==> config.mk <==
export PLATFORM = sky130hd
export DESIGN_NAME = mips_program_loader
export DESIGN_NICKNAME = d
export VERILOG_FILES = /design/src/rtl/mips_program_loader.sv
export SDC_FILE = /design/constraint.sdc
export NUM_CORES = 1
export LEC_CHECK = 0
export ABC_AREA = 1
export BUFFER_PORTS_ARGS = -buffer_cell sky130_fd_sc_hd__buf_2
export CORE_ASPECT_RATIO = 1.2
export CORE_UTILIZATION = 42
export DETAILED_ROUTE_END_ITERATION = 16
export GPL_ROUTABILITY_DRIVEN = 0
export PLACE_DENSITY = 0.63
export RECOVER_POWER = 100
export SYNTH_ARGS = -nofsm -noshare
export SYNTH_HDL_FRONTEND = slang
export SYNTH_SLANG_ARGS = --single-unit
==> constraint.sdc <==
create_clock -name clk -period 2.2 [get_ports clk]
set_input_delay 0.11 -clock clk [delete_from_list [all_inputs] [get_ports clk]]
set_output_delay 0.11 -clock clk [all_outputs]
set_load 0.01 [all_outputs]
==> src/rtl/mips_program_loader.sv <==
// Boot-time byte-stream loader for the MIPS instruction memory.
// Writes N big-endian words from address 0, then releases the core from reset.
module mips_program_loader #(
  parameter int ADDR_WIDTH     = 6,
  parameter int RELEASE_CYCLES = 4
) (
  input  logic                  clk,
  input  logic                  reset,
  input  logic                  byte_valid,
  input  logic [7:0]            byte_data,
  output logic                  byte_ready,
  output logic                  imem_we,
  output logic [ADDR_WIDTH-1:0] imem_addr,
  output logic [31:0]           imem_wdata,
  output logic                  cpu_reset,
  output logic                  load_done,
  output logic                  load_error
);

  // state   | meaning
  // HDR_HI  | waiting for word-count MSB
  // HDR_LO  | waiting for word-count LSB
  // DATA    | assembling words, one imem write per 4 bytes
  // RELEASE | countdown holding cpu_reset after the last write
  // RUN     | core released, stream ignored
  // ERROR   | word count exceeds imem capacity

  typedef enum logic [2:0] {
    HDR_HI,
    HDR_LO,
    DATA,
    RELEASE,
    RUN,
    ERROR
  } state_t;

  localparam int              RW       = $clog2(RELEASE_CYCLES + 1);
  localparam logic [16:0]     CAPACITY = 17'(2 ** ADDR_WIDTH);
  localparam logic [RW-1:0]   REL_DATA = RW'(RELEASE_CYCLES);
  localparam logic [RW-1:0]   REL_HDR  = RW'(RELEASE_CYCLES - 1);

  state_t          state, next_state;
  logic            accept;
  logic            last_byte;
  logic [15:0]     hdr_n;
  logic [7:0]      count_hi;
  logic [15:0]     words_left;
  logic [1:0]      byte_cnt;
  logic [23:0]     shift_q;
  logic [RW-1:0]   rel_cnt;

  assign byte_ready = ~reset & (state inside {HDR_HI, HDR_LO, DATA});
  assign accept     = byte_valid & byte_ready;
  assign hdr_n      = {count_hi, byte_data};
  assign last_byte  = accept && (state == DATA) && (byte_cnt == 2'd3);

  always_ff @(posedge clk) begin
    if (reset) state <= HDR_HI;
    else       state <= next_state;
  end

  always_comb begin
    next_state = state;
    cpu_reset  = 1'b1;
    load_done  = 1'b0;
    load_error = 1'b0;
    case (state)
      HDR_HI:  if (accept) next_state = HDR_LO;
      HDR_LO: begin
        if (accept) begin
          if (hdr_n == 16'd0)                next_state = RELEASE;
          else if ({1'b0, hdr_n} > CAPACITY) next_state = ERROR;
          else                               next_state = DATA;
        end
      end
      DATA:    if (last_byte && words_left == 16'd1) next_state = RELEASE;
      RELEASE: if (rel_cnt == '0) next_state = RUN;
      RUN: begin
        cpu_reset = 1'b0;
        load_done = 1'b1;
      end
      ERROR:   load_error = 1'b1;
      default: next_state = HDR_HI;
    endcase
    // Reset takes effect on the outputs without waiting for the edge.
    if (reset) begin
      cpu_reset  = 1'b1;
      load_done  = 1'b0;
      load_error = 1'b0;
    end
  end

  always_ff @(posedge clk) begin
    if (reset) begin
      imem_we    <= 1'b0;
      imem_addr  <= '0;
      imem_wdata <= 32'd0;
      count_hi   <= 8'd0;
      words_left <= 16'd0;
      byte_cnt   <= 2'd0;
      shift_q    <= 24'd0;
      rel_cnt    <= '0;
    end else begin
      imem_we <= 1'b0;
      if (imem_we) imem_addr <= imem_addr + ADDR_WIDTH'(1);
      case (state)
        HDR_HI: if (accept) count_hi <= byte_data;
        HDR_LO: begin
          if (accept) begin
            words_left <= hdr_n;
            // Empty program: the strobe cycle does not exist, so count one less.
            rel_cnt    <= REL_HDR;
          end
        end
        DATA: begin
          if (accept) begin
            byte_cnt <= byte_cnt + 2'd1;
            if (byte_cnt == 2'd3) begin
              imem_we    <= 1'b1;
              imem_wdata <= {shift_q, byte_data};
              words_left <= words_left - 16'd1;
              rel_cnt    <= REL_DATA;
            end else begin
              shift_q <= {shift_q[15:0], byte_data};
            end
          end
        end
        RELEASE: if (rel_cnt != '0) rel_cnt <= rel_cnt - RW'(1);
        default: ;
      endcase
    end
  end

endmodule

# ---- After elaboration in Yosys (flattened, before gate mapping)
# Cells that the tools add are included.
dict set report classes {
  n_mux 23
  n_eq_ne 14
  n_lt_le_gt_ge 1
  bitwise_logic 7
  addsub 4
  n_reduce_logical 19
}
# op n
set ops {}
lappend ops {{16-bit two-way mux} 3}
lappend ops {{16-bit one-hot mux with 2 select lines} 1}
lappend ops {{3-bit two-way mux} 10}
lappend ops {{16-bit by 1-bit equality test with 1-bit output (second input constant)} 1}
lappend ops {{16-bit by 7-bit greater-than comparator with 1-bit output (second input constant)} 1}
lappend ops {{16-bit logical NOT} 1}
lappend ops {{16-bit by 1-bit subtractor with 16-bit output (second input constant)} 1}
lappend ops {{3-bit one-hot mux with 5 select lines} 1}
lappend ops {{2-bit != test (second input constant)} 5}
lappend ops {{5-bit AND reduction} 2}
lappend ops {{3-bit one-hot mux with 3 select lines} 1}
lappend ops {{3-bit nonzero test} 3}
lappend ops {{1-bit two-way mux} 7}
lappend ops {{6-bit by 1-bit adder with 6-bit output (second input constant)} 1}
lappend ops {{3-bit by 2-bit equality test with 1-bit output (second input constant)} 2}
lappend ops {{3-bit equality test (second input constant)} 2}
lappend ops {{3-bit logical NOT} 2}
lappend ops {{3-bit AND reduction} 2}
lappend ops {{1-bit inverter} 5}
lappend ops {{2-bit by 1-bit != test with 1-bit output (second input constant)} 2}
lappend ops {{2-bit AND reduction} 2}
lappend ops {{4-bit AND reduction} 1}
lappend ops {{3-bit by 1-bit equality test with 1-bit output (second input constant)} 1}
lappend ops {{1-bit logical AND} 3}
lappend ops {{7 further kinds} 8}
dict set report totals {
  elab_cells 77
  out_inout_bits 43
  ff_bits 95
}

# ---- Longest topological paths before layout
# Gate-level depths: netlist of the first run.
dict set report depth {
  depth_word 9
  ltp_mapped 12
}

# ---- Worst setup path after synthesis of the first run
# OpenSTA, ideal clock, no wires.
dict set report synth_timing {
  path_type {register to register}
  startpoint {reg words_left[0]}
  endpoint {reg words_left[12]}
  required_time_ns 2.130
  path_stages_with_launch 9
  arrival_ns 1.349
  setup_slack_ns 0.781
  path_cell_list {dfxtp_1 inv_1 ha_1 nand3_1 nor2_1 nand2_1 a21oi_1 o21ai_0 a21oi_1}
}
dict set report synth_via {
  elab_chain_len 4
}
# element line
set synth_lines {}
lappend synth_lines {{start: declaration} 47} ;# logic [15:0] words_left;
lappend synth_lines {{start signal: assignment} 110} ;# words_left <= hdr_n;
lappend synth_lines {{start signal: assignment} 121} ;# words_left <= words_left - 16'd1;
lappend synth_lines {{16-bit by 1-bit subtractor with 16-bit output} 121}
lappend synth_lines {{16-bit two-way mux} 118} ;# if (byte_cnt == 2'd3) begin
lappend synth_lines {{16-bit two-way mux} 116} ;# if (accept) begin
lappend synth_lines {{16-bit one-hot mux with 2 select lines} 106} ;# case (state)
# Every way passes these cells. The select of a mux whose other input is x is not followed.
# A chain may end at the register's enable or synchronous reset.

# ---- Worst setup path in the final report of the first run
dict set report layout_timing {
  startpoint {reg state[0]}
  endpoint {reg shift_q[5]}
}
dict set report layout_via {
  elab_chain_len 5
  elab_cells_between_ends 7
  classes_between {eq/ne (2); bitwise (2); reduce/logical (3)}
}
# element line
set layout_lines {}
lappend layout_lines {{start: declaration} 42} ;# state_t state, next_state;
lappend layout_lines {{start signal: assignment} 59} ;# else state <= next_state;
lappend layout_lines {{3-bit by 1-bit equality test with 1-bit output, or another cell as far along} 52} ;# assign byte_ready = ~reset & (state inside {HDR_HI, HDR_LO, DATA});
lappend layout_lines {{3-bit nonzero test} 52}
lappend layout_lines {{1-bit AND} 52}
lappend layout_lines {{1-bit AND} 53} ;# assign accept = byte_valid & byte_ready;
lappend layout_lines {{3-bit AND reduction (no line) (*)} --}
lappend layout_lines {{end signal: assignment} 124} ;# shift_q <= {shift_q[15:0], byte_data};
lappend layout_lines {{end: declaration} 49} ;# logic [23:0] shift_q;
# Mark *: on every way between the ends. The rest lies on a longest branch, timed or not.

==> key figures, run 1 <==
Status
  – Status: finished, final reports clean

Power and ir drop
  – Post-layout power: 0.00432 W
  – PwrDens: approximately 900 nW/um^2
  – Peak VDD IR: 0.611 mV
  – Leakage: 2.09 nW

Floorplan
  – IO Count: 54
  – Die area: 10600 um^2
  – Starting Density: 43.2%
  – Core Rows: 40
  – Core box area: 9960 um^2
  – Die Y: 113 um
  – Chip width: between 90 and 100 um

Layout
  – N_diodes: 0
  – Most frequent cells in the layout: nor2_1 (153), dfxtp_1 (95), nand2_1 (69)
  – Layout cells sized above 1: 8.09%
  – Post-layout net count: 655
  – Most common cell after layout, fill and taps aside: nor2_1
  – Area growth, synth to finish: 11.4%
  – Design Area, Final: 4790 um^2

Drt
  – Final WL: between 9 and 10 mm
  – Vias: roughly 3800
  – Vias per cell: 5.00
  – Residual DRC count: 0
  – DR pass1 iterations: 4
  – Post-DRT Antenna Nets: 0
  – Avg WL per Cell: 12.9 um
  – Iter 0 DRT Violations: 166

Clocking
  – Clock buffer depth: 2
  – Clock Latency Late Sink: 340 ps
  – # resized after CTS: 0
  – Clock Sinks: 95
  – CTS tree: built
  – Num CTS Buffers: 9
  – Clock transition at path regs: 70 ps
  – Post-CTS setup buffer count: 0
  – CTS Hold Bufs: 0
  – Root buffer cell: clkbuf_16
  – H-tree levels: 3

Global routing
  – Total gr overflow: 0
  – Vias in the first global route: 3551
  – GRT Total Usage: 19.7%
  – Antenna violations before repair: 0
  – First-pass GRT wire length: 16.5 mm
  – Largest net degree at the start of global routing: 83

STA
  – Worst-Margin Slew: 1350 ps
  – Min Tclk post-route: roughly 1900 ps
  – Hold slack: 120 ps
  – Fmax: about 530 MHz
  – Final Hold Vio Count: 0
  – Fin worst setup slack: 318 ps
  – Final max-slew violation count: 0
  – Crit share post-route: 85.6%
  – Setup violators final: 0
  – Setup Skew: around 5.6 ps
  – Setup TNS: 0 ps
  – Slew headroom: about 10%
  – Unrepaired setup endpoints after global routing: no

Synthesis
  – Synth Register Bits: 95
  – Synth warnings: 0
  – Mapped Cells: 598
  – Syn_area_per_cell: ~7.2 um^2
  – Mapped cell area: 4300 um^2
  – Post-synth cell types: 34
  – Post-synthesis sequential area ratio: 44.2%
  – Mapped Nets: about 620

Critical path
  – Delay of the slowest cell on the worst path: about 380 ps
  – Required time of the critical path: 2470 ps
  – CP max-delay cell: dfxtp_1
  – Worst-path cell chain: inv_1, nand3_4, nor2_4, nand2_4, inv_4, o21ai_0, a21oi_1
  – Crit. End Element: flip-flop
  – WS Path Type: flip-flop to flip-flop
  – Delay-heaviest family, CP: simple AND/OR/NAND/NOR gates
  – Startpoint Class: flip-flop
  – CP bufs+invs: 2
  – Arr. time, crit path: 2150 ps
  – Crit-path max FO: 27

Flow run
  – Max_cap viols: 0

Placed design
  – Placed Area: 4580 um^2
  – DP Worst Slack: between 400 and 500 ps
  – Port buffer count: 53
  – Post-DP HPWL: 7.12 mm

Hold path
  – Hold crit path type: input port to flip-flop
[metrics by stage]
stage	std cells	utilization, %
detailed placement	753	46.0
global route	769	48.1
floorplan	598	-
finish	769	48.1
global placement	753	46.0
CTS	769	48.8
[cell type report]
type                            count  area (um^2)
Fill cell                        1007         5170
Multi-Input combinational cell    422         1990
Timing Repair Buffer               58          245
Sequential cell                    95         1900
Tap cell                          126          158
Clock buffer                        9          225
Clock inverter                      7         62.6
Inverter                           52          203
[worst register-to-register path, delay by kind of cell, from the launching register on]
family,cells,cell delay (ps)
AOI/OAI and AO/OA,2,290
DFF,1,380
buffers and inverters,2,490
and+or+nand+nor,3,660
[cells by family (layout without fill, tap and decap cells)]
kind of cell               after synthesis  after routing  synth area share [%]
AOI/OAI and AO/OA                      149            149                  17.7
xor gates and xnor gates                 5              5                  1.02
adders and majority gates                6              6                  1.75
buffers and inverters                   81            126                  9.25
DFF                                     95             95                  44.2
and+or+nand+nor                        262            262                  26.1
[registers in the layout, summed over array words and instances, names as in the netlist]
register    count
byte_cnt        2
count_hi        8
imem_addr       6
imem_wdata     32
imem_we         1
rel_cnt         3
shift_q        24
state           3
words_left     16
[report_power, final]
part | switching, W | total (W) | leakage, nW | internal, W
Combinational | 0.000614 | 0.000917 | 1.17 | 0.000303
Sequential | 0.0000888 | 0.00190 | 0.769 | 0.00182
Clock | 0.000704 | 0.00150 | 0.144 | 0.000792
Total | 0.00141 | 0.00432 | 2.09 | 0.00291
[synthesized netlist by cell type]
| cell | count | area (um^2) |
|---|---|---|
| nand3_4 | 2 | 35.0 |
| nor3_1 | 6 | 30.0 |
| nor3b_1 | 1 | 7.51 |
| inv_2 | 4 | 15.0 |
| nor4_1 | 1 | 6.26 |
| buf_8 | 1 | 15.0 |
| ha_1 | 6 | 75.1 |
| buf_6 | 6 | 67.6 |
| clkbuf_1 | 8 | 30.0 |
| inv_6 | 1 | 8.76 |
| nand3_1 | 15 | 75.1 |
| or2_2 | 1 | 6.26 |
| nand3_2 | 2 | 20.0 |
| nand2_1 | 68 | 255 |
| nand2_2 | 4 | 25.0 |
| nand4_1 | 4 | 25.0 |
| xnor2_1 | 3 | 26.3 |
| buf_2 | 9 | 45.0 |
| a21oi_1 | 52 | 260 |
| o21ai_1 | 42 | 210 |
| nor3_4 | 1 | 16.3 |
| buf_4 | 5 | 37.5 |
| dfxtp_1 | 95 | 1900 |
| o22ai_2 | 1 | 12.5 |
| a31oi_1 | 1 | 6.26 |
| xor2_1 | 2 | 17.5 |
| nor2_1 | 153 | 574 |
| nand2_4 | 2 | 22.5 |
| o21ai_0 | 51 | 255 |
| a21oi_2 | 1 | 8.76 |
| o22ai_1 | 1 | 6.26 |
| inv_1 | 46 | 173 |
| nor2_4 | 2 | 22.5 |
| inv_4 | 1 | 6.26 |
[per-layer routing]
metal  share of wire [%]  wire [um]  up-vias  GRT usage [%]
met5                   0          0        -              0
met4                 1.7        170        0           6.77
met3                 3.8        375       12           3.70
met2                  50       4960       78           34.2
met1                  45       4430     1735           24.2
li1                    -          -     2019              -
[path summary, 6_finish.rpt]
kind                  from             to  slack, ps  cells after the start
max               state[0]     shift_q[5]        320                      7
min           byte_data[5]     shift_q[5]        120                      3
max reg2reg       state[0]     shift_q[5]        320                      7
min reg2reg  words_left[9]  words_left[9]        480                      2
No activity file was read; power rests on OpenSTA's default activity.
==> run 2: changes to the inputs <==
Settings changed: CTS_BUF_LIST set to sky130_fd_sc_hd__clkbuf_8, GPL_ROUTABILITY_DRIVEN 0 to unset.
==> run 2 against run 1 <==
- core utilization fell by 0.83 points
- critical path type unchanged
- via count barely moved
- largest power group unchanged
- register-to-register slack improved by 70 ps
- critical path depth fell by 1
- worst setup slack improved by 69 ps
- die area did not move
- largest cell class unchanged
- sequential share of layout area rose by 0.70 points
- routed wire length rose by 1.9%
- count of clock-buffer cells in the layout rose by 1
- flip-flop and latch count did not move
- design area fell by 1.7%
==> key figures, run 2 (synthesis results as in run 1) <==
Power and ir drop
  – PwrDens: 846 nW/um^2 (-6.2%)
  – Clock power frac: 29.0% (-5.7 points)
  – Switching Fraction: 34.9% (+2.3 points)
  – Flop pwr share: 47.8% (+3.7 points)
  – Leakage: 2.04 nW (-2.2%)
  – Logic pwr share: 23.2% (+2.0 points)
  – P_int: 0.00259 W (-11%)
  – Peak VDD IR: 0.383 mV (-37%)
  – Psw: 0.00139 W (-1.3%)

Placed design
  – Placer Congestion: between 0.8 and 0.9
  – DP Worst Slack: 533 ps (+51.0 ps)
  – Post-DP HPWL: 7.10 mm (-0.37%)
  – Placed insts: 753 (unchanged)
  – Port buffer count: 53 (unchanged)
  – Placed Area: 4580 um^2 (unchanged)

Drt
  – DR pass1 iterations: 5 (+1)
  – Final WL: 10.1 mm (+1.9%)
  – Vias: 3842 (-0.052%)
  – Avg WL per Cell: 13.2 um (+1.9%)
  – Post-DRT Antenna Nets: 0 (unchanged)
  – Residual DRC count: 0 (unchanged)
  – Vias per cell: 5.00 (about the same)
  – Iter 0 DRT Violations: 164 (-1.2%)

STA
  – Setup TNS: 0 ps (unchanged)
  – Setup violators final: 0 (unchanged)
  – Final Hold Vio Count: 0 (unchanged)
  – Worst-Margin Slew: 491 ps (-864 ps)
  – Slew headroom: 67.2% (+57 points)
  – Fmax: 551 MHz (+3.8%)
  – Crit share post-route: 82.4% (-3.1 points)
  – Setup Skew: 10.3 ps (+4.68 ps)
  – Hold slack: 88.0 ps (-31.7 ps)
  – Unrepaired setup endpoints after global routing: no
  – Final max-slew violation count: 0 (unchanged)
  – Fin worst setup slack: 386 ps (+68.9 ps)
  – Min Tclk post-route: 1810 ps (-68.9 ps)

Clocking
  – CTS tree: built
  – Num CTS Buffers: 9 (unchanged)
  – Clock buffer depth: 2 (unchanged)
  – # resized after CTS: 0 (unchanged)
  – Clock Latency Late Sink: 370 ps (+30 ps)
  – H-tree levels: 3 (unchanged)
  – CTS Hold Bufs: 0 (unchanged)
  – Post-CTS setup buffer count: 0 (unchanged)
  – Clock Sinks: 95 (unchanged)
  – Clock transition at path regs: 100 ps (+30 ps)
  – Root buffer cell: clkbuf_8

Critical path
  – Reg2reg setup slack: 390 ps (+70 ps)
  – Delay of the slowest cell on the worst path: 380 ps (about the same)
  – Arr. time, crit path: 2110 ps (-40 ps)
  – WS Path Type: flip-flop to flip-flop
  – CP max-delay cell: dfxtp_1
  – Required time of the critical path: 2500 ps (+30 ps)
  – Worst-path cell chain: inv_1, nand3_4, nor3_4, clkbuf_2, o21ai_0, a21oi_1
  – Startpoint Class: flip-flop
  – Crit. End Element: flip-flop
  – Reg-to-Reg Start: state[0]
  – Crit-path max FO: 20 (-26%)
  – Cells on worst reg2reg path: 6 (-1)
  – Reg2reg end: imem_wdata[6]

Global routing
  – Total gr overflow: 0 (unchanged)
  – GRT Total Usage: 20.1% (+0.39 points)
  – Antenna violations before repair: 0 (unchanged)
  – Largest net degree at the start of global routing: 83 (unchanged)
  – Vias in the first global route: 3450 (-2.8%)
  – First-pass GRT wire length: 16.5 mm (-0.16%)

Layout
  – Design Area, Final: 4710 um^2 (-1.7%)
  – Most frequent cells in the layout: nor2_1 (153), dfxtp_1 (95), nand2_1 (71)
  – Layout cells sized above 1: 7.62% (-0.47 points)
  – Biggest regs: imem_wdata (32), shift_q (24), words_left (16)
  – Non-filler cells, final: 769 (unchanged)
  – Number of flip-flops in the largest register: 32 (unchanged)
  – Register area: 1900 um^2 (unchanged)
  – Largest reg by FF count: imem_wdata
  – Most common cell after layout, fill and taps aside: nor2_1
  – Post-layout net count: 655 (unchanged)
  – N_diodes: 0 (unchanged)
  – Filler cell count: 1058 (+5.1%)
  – Footprint of the multi-input gates: 1990 um^2 (-0.25%)
  – Area growth, synth to finish: 9.46%

Hold path
  – Hold crit path type: input port to flip-flop
  – Hold EP: imem_wdata[5]
  – Hold path cells: 3 (unchanged)
  – Worst Min Path Start: byte_data[5]

Flow run
  – Max_cap viols: 0 (unchanged)

Floorplan
  – Die Y: 113 um (unchanged)
  – IO Count: 54 (unchanged)
  – Core Rows: 40 (unchanged)
  – Chip width: 94.4 um (unchanged)
  – Die area: 10600 um^2 (unchanged)
  – Core box area: 9960 um^2 (unchanged)
  – Starting Density: 43.2% (unchanged)

Status
  – Status: finished, final reports clean
-- run 2: worst max-delay path by stage --
stage | cells past startpoint | to | start
2_1_floorplan | 8 | words_left[12] | words_left[0]
3_3_place_gp | 6 | count_hi[2] | state[0]
3_5_place_dp | 8 | words_left[12] | words_left[0]
4_1_cts | 8 | words_left[12] | words_left[0]
5_1_grt | 6 | count_hi[0] | state[0]
6_report | 6 | imem_wdata[6] | state[0]
-- run 2: power groups by stage --
stage / Combinational (W) / Clock (W) / Sequential (W)
after global routing: 0.00106 / 0.00129 / 0.00192
after floorplan: 0.000758 / 0 / 0.00192
final: 0.000924 / 0.00115 / 0.00190
after CTS: 0.000935 / 0.00119 / 0.00190
after global placement: 0.000919 / 0 / 0.00194
after detailed placement: 0.000930 / 0 / 0.00194
-- run 2: stage by stage --
| stage | power (W) | utilization, % |
|---|---|---|
| finish | 0.00398 | 47.2 |
| floorplan | 0.00268 | - |
| global route | 0.00426 | 47.2 |
| CTS | 0.00403 | 47.9 |
| detailed placement | 0.00287 | 46.0 |
| global placement | 0.00286 | 46.0 |
-- run 2: layout make-up --
class	instances	area share (%)
Timing Repair Buffer	58	5.50
Clock buffer	10	2.92
Clock inverter	6	1.25
Multi-Input combinational cell	422	42.2
Tap cell	126	3.35
Sequential cell	95	40.4
Inverter	52	4.31
-- run 2: critical path: cells and delay by family (launching register included) --
kind,cells,cell delay [ps]
flops,1,380
buf+inv,2,580
compound gates,2,280
simple gates,2,520
-- run 2: per-layer routing --
metal	routed length, um	vias up	track usage (%)
li1	-	2010	-
met3	435	13	3.76
met2	5070	82	33.6
met5	0	-	0
met1	4450	1737	25.4
met4	178	0	7.79
==> run 3: changes to the inputs <==
Settings changed: ABC_AREA 1 to 0.
Clock period 2.2 ns to 1.7 ns, I/O delays scaled along.
==> run 3 against run 2 <==
- die area down 4.3%
- synthesized area down 4.4%
- maximum frequency up 7.0%
- first-iteration DRC count up 23%
- total power up 18%
- combinational power down 24%
- hold slack worse by 59 ps
- synthesized cell count down 13%
- routed wire length up 4.0%
- critical path depth down 1
==> key figures, run 3 <==
Status
  – Status: finished, final reports clean

Power and ir drop
  – Clock power frac: 35.5% (+6.5 points)
  – Logic pwr share: 15.0% (-8.2 points)
  – Leakage: 1.85 nW (-9.3%)
  – Flop pwr share: 49.5% (+1.7 points)
  – P_int: 0.00342 W (+32%)
  – Post-layout power: 0.00469 W (+18%)
  – Psw: 0.00127 W (-8.7%)
  – PwrDens: 911 nW/um^2 (+7.7%)
  – Switching Fraction: 27.1% (-7.8 points)
  – Peak VDD IR: 0.569 mV (+49%)

Placed design
  – DP Worst Slack: -116 ps (-649 ps)
  – Post-DP HPWL: 7.04 mm (-0.79%)
  – Placer Congestion: 0.863 (-2.9%)
  – Placed Area: 4740 um^2 (+3.6%)
  – Placed insts: 704 (-6.5%)
  – Port buffer count: 53 (unchanged)

Drt
  – Post-DRT Antenna Nets: 0 (unchanged)
  – Vias: 3893 (+1.3%)
  – Residual DRC count: 0 (unchanged)
  – Final WL: 10.5 mm (+4.0%)
  – Avg WL per Cell: 14.4 um (+9.7%)
  – DR pass1 iterations: 4 (-1)
  – Vias per cell: 5.34 (+6.9%)
  – Iter 0 DRT Violations: 202 (+23%)

Critical path
  – WS Path Type: flip-flop to flip-flop
  – Arr. time, crit path: 1920 ps (-190 ps)
  – Cells on worst reg2reg path: 5 (-1)
  – Delay of the slowest cell on the worst path: 450 ps (+70 ps)
  – CP bufs+invs: 1 (-1)
  – Worst-path cell chain: or3b_1, or3_4, buf_12, nand2_1, a21oi_1
  – Startpoint Class: flip-flop
  – Delay-heaviest family, CP: simple AND/OR/NAND/NOR gates
  – Crit-path max FO: 24 (+20%)
  – Required time of the critical path: 1920 ps (-580 ps)
  – Crit. End Element: flip-flop
  – CP max-delay cell: or3b_1
  – Crit. path cell count: 5 (-1)

Clocking
  – CTS tree: built
  – Num CTS Buffers: 9 (unchanged)
  – Clock Latency Late Sink: 370 ps (about the same)
  – H-tree levels: 3 (unchanged)
  – Root buffer cell: clkbuf_8
  – Clock buffer depth: 2 (unchanged)
  – Clock transition at path regs: 100 ps (about the same)
  – Clock Sinks: 95 (unchanged)

Synthesis
  – Mapped Cells: 518 (-13%)
  – Mapped cell area: 4110 um^2 (-4.4%)
  – EDFF count, synth: 0 (unchanged)
  – Mapped Nets: 535 (-13%)
  – Post-synthesis sequential area ratio: 46.3% (+2.0 points)
  – FFs w/ async S/R, synth: 0% (unchanged)
  – Post-synth cell types: 51 (+50%)
  – Main area contributors after synthesis: dfxtp_1 (46%), nand2_1 (12%), a21oi_1 (9.5%), nor2_1 (3.6%), mux2i_1 (2.4%)
  – Top-count cell post-synth: nand2_1
  – Syn_area_per_cell: 7.93 um^2 (+10%)
  – Most frequent cells after synthesis: nand2_1 (136), dfxtp_1 (95), a21oi_1 (78), nor2_1 (39), o21ai_0 (18)
  – Synth Register Bits: 95 (unchanged)
  – Yosys top cell area share: 46.3% (+2.0 points)
  – Synth warnings: 0 (unchanged)
  – Cell accounting for the most synthesized area: dfxtp_1
  – Top FF cell, synth: dfxtp_1

Floorplan
  – Core Rows: 39 (-2.5%)
  – IO Count: 54 (unchanged)
  – Die area: 10200 um^2 (-4.3%)
  – Die Y: 110 um (-2.2%)
  – Core box area: 9520 um^2 (-4.5%)
  – Starting Density: 43.2% (about the same)
  – Chip width: 92.3 um (-2.2%)

Layout
  – Most common cell after layout, fill and taps aside: nand2_1
  – Layout cells sized above 1: 17.8% (+10 points)
  – Filler cell count: 959 (-9.4%)
  – Post-layout net count: 618 (-5.6%)
  – Area growth, synth to finish: 25.2%
  – Most frequent cells in the layout: nand2_1 (135), dfxtp_1 (89), a21oi_1 (78)
  – Non-filler cells, final: 729 (-5.2%)
  – Largest reg by FF count: imem_wdata
  – Number of flip-flops in the largest register: 32 (unchanged)
  – N_diodes: 0 (unchanged)
  – Design Area, Final: 5140 um^2 (+9.3%)
  – Biggest regs: imem_wdata (32), shift_q (24), words_left (16)

Flow run
  – Max_cap viols: 0 (unchanged)

Global routing
  – GRT Total Usage: 20.9% (+0.79 points)
  – Vias in the first global route: 3506 (+1.6%)
  – First-pass GRT wire length: 16.6 mm (+0.92%)
  – Total gr overflow: 0 (unchanged)
  – Antenna violations before repair: 0 (unchanged)
  – Largest net degree at the start of global routing: 73 (-12%)

Hold path
  – Hold crit path type: input port to flip-flop
  – Hold path cells: 3 (unchanged)

STA
  – Unrepaired setup endpoints after global routing: yes
  – Setup Skew: 9.39 ps (-0.911 ps)
  – Min Tclk post-route: 1690 ps (-119 ps)
  – Final Hold Vio Count: 0 (unchanged)
  – Final max-slew violation count: 0 (unchanged)
  – Setup TNS: 0 ps (unchanged)
  – Fin worst setup slack: 5.08 ps (-381 ps)
  – Worst-Margin Slew: 743 ps (+252 ps)
  – Setup violators final: 0 (unchanged)
  – Crit share post-route: 99.7% (+17 points)
  – Fmax: 590 MHz (+7.0%)
  – Slew headroom: 50.5% (-17 points)
==> run 3: cell count changes after synthesis, moves of 5 or more <==
| cell | delta |
|---|---|
| nor2_1 | -114 |
| nand2_1 | +68 |
| o21ai_1 | -42 |
| inv_1 | -36 |
| o21ai_0 | -33 |
| a21oi_1 | +26 |
| mux2i_1 | +10 |
| clkbuf_1 | +8 |
| nand3_1 | -7 |
| nor3_1 | +7 |
| nor4_1 | +6 |
| buf_2 | +5 |
| buf_4 | -5 |
==> run 3: worst paths after layout <==
path | start | to | slack [ps]
min reg2reg | imem_wdata[29] | imem_wdata[29] | 460
max | state[0] | shift_q[16] | 5
min | byte_data[3] | shift_q[3] | 30
max reg2reg | state[0] | shift_q[16] | 5
==> run 3: per-stage QoR <==
stage / hold WS [ps] / util, %
6_report: 29.1 / 54.1
5_1_grt: 14.1 / 54.1
4_1_cts: 12.1 / 53.0
3_5_place_dp: 392 / 49.8
3_3_place_gp: 387 / 49.8
2_1_floorplan: 221 / -
==> run 3: area by class of cell <==
class / instances / area, um^2 / share of cell area, %
Sequential cell: 95 / 1910 / 37.2
Clock inverter: 7 / 95.1 / 1.85
Tap cell: 123 / 154 / 2.99
Multi-Input combinational cell: 379 / 2110 / 41.0
Clock buffer: 9 / 124 / 2.41
Inverter: 11 / 43.8 / 0.851
Timing Repair Buffer: 105 / 704 / 13.7
==> run 3: tightest hold or removal path, delay by kind of cell <==
family / cells / cell delay [ps]
buffers and inverters: 1 / 150
and+or+nand+nor: 1 / 70
AOI/OAI and AO/OA: 1 / 50
==> run 3: kinds of logic after synthesis <==
| group | count (synthesis) | share of synthesized area (%) |
|---|---|---|
| AO/OA/AOI/OAI | 128 | 18.1 |
| XOR/XNOR | 5 | 1.07 |
| adder cells (fa/ha/maj) | 6 | 1.83 |
| buffers and inverters | 44 | 4.99 |
| flip-flops | 95 | 46.3 |
| multiplexers | 10 | 2.44 |
| AND/OR/NAND/NOR | 230 | 25.3 |
==> run 3: power by group through the flow <==
stage / combinational [W] / sequential, W / clock, W
after floorplan: 0.000417 / 0.00235 / 0
after global placement: 0.000625 / 0.00237 / 0
after detailed placement: 0.000636 / 0.00237 / 0
after CTS: 0.000666 / 0.00232 / 0.00171
after global routing: 0.000775 / 0.00232 / 0.00178
final: 0.000704 / 0.00232 / 0.00167
==> run 3: layer usage <==
layer | track usage [%] | vias up | part of all wire (%)
met3 | 3.70 | 12 | 4.1
met4 | 8.26 | 0 | 1.4
met2 | 36.7 | 80 | 50
li1 | - | 1945 | -
met1 | 25.5 | 1856 | 44
met5 | 0 | - | 0
==> run 3: timing repair <==
item,4_1_cts,5_1_grt
hold endpoints to repair,4,0
buffers inserted,0,5
endpoints found under the setup margin,60,63
gates cloned,0,2
hold buffers,3,0
pin swaps,3,14
gates resized for setup,12,29
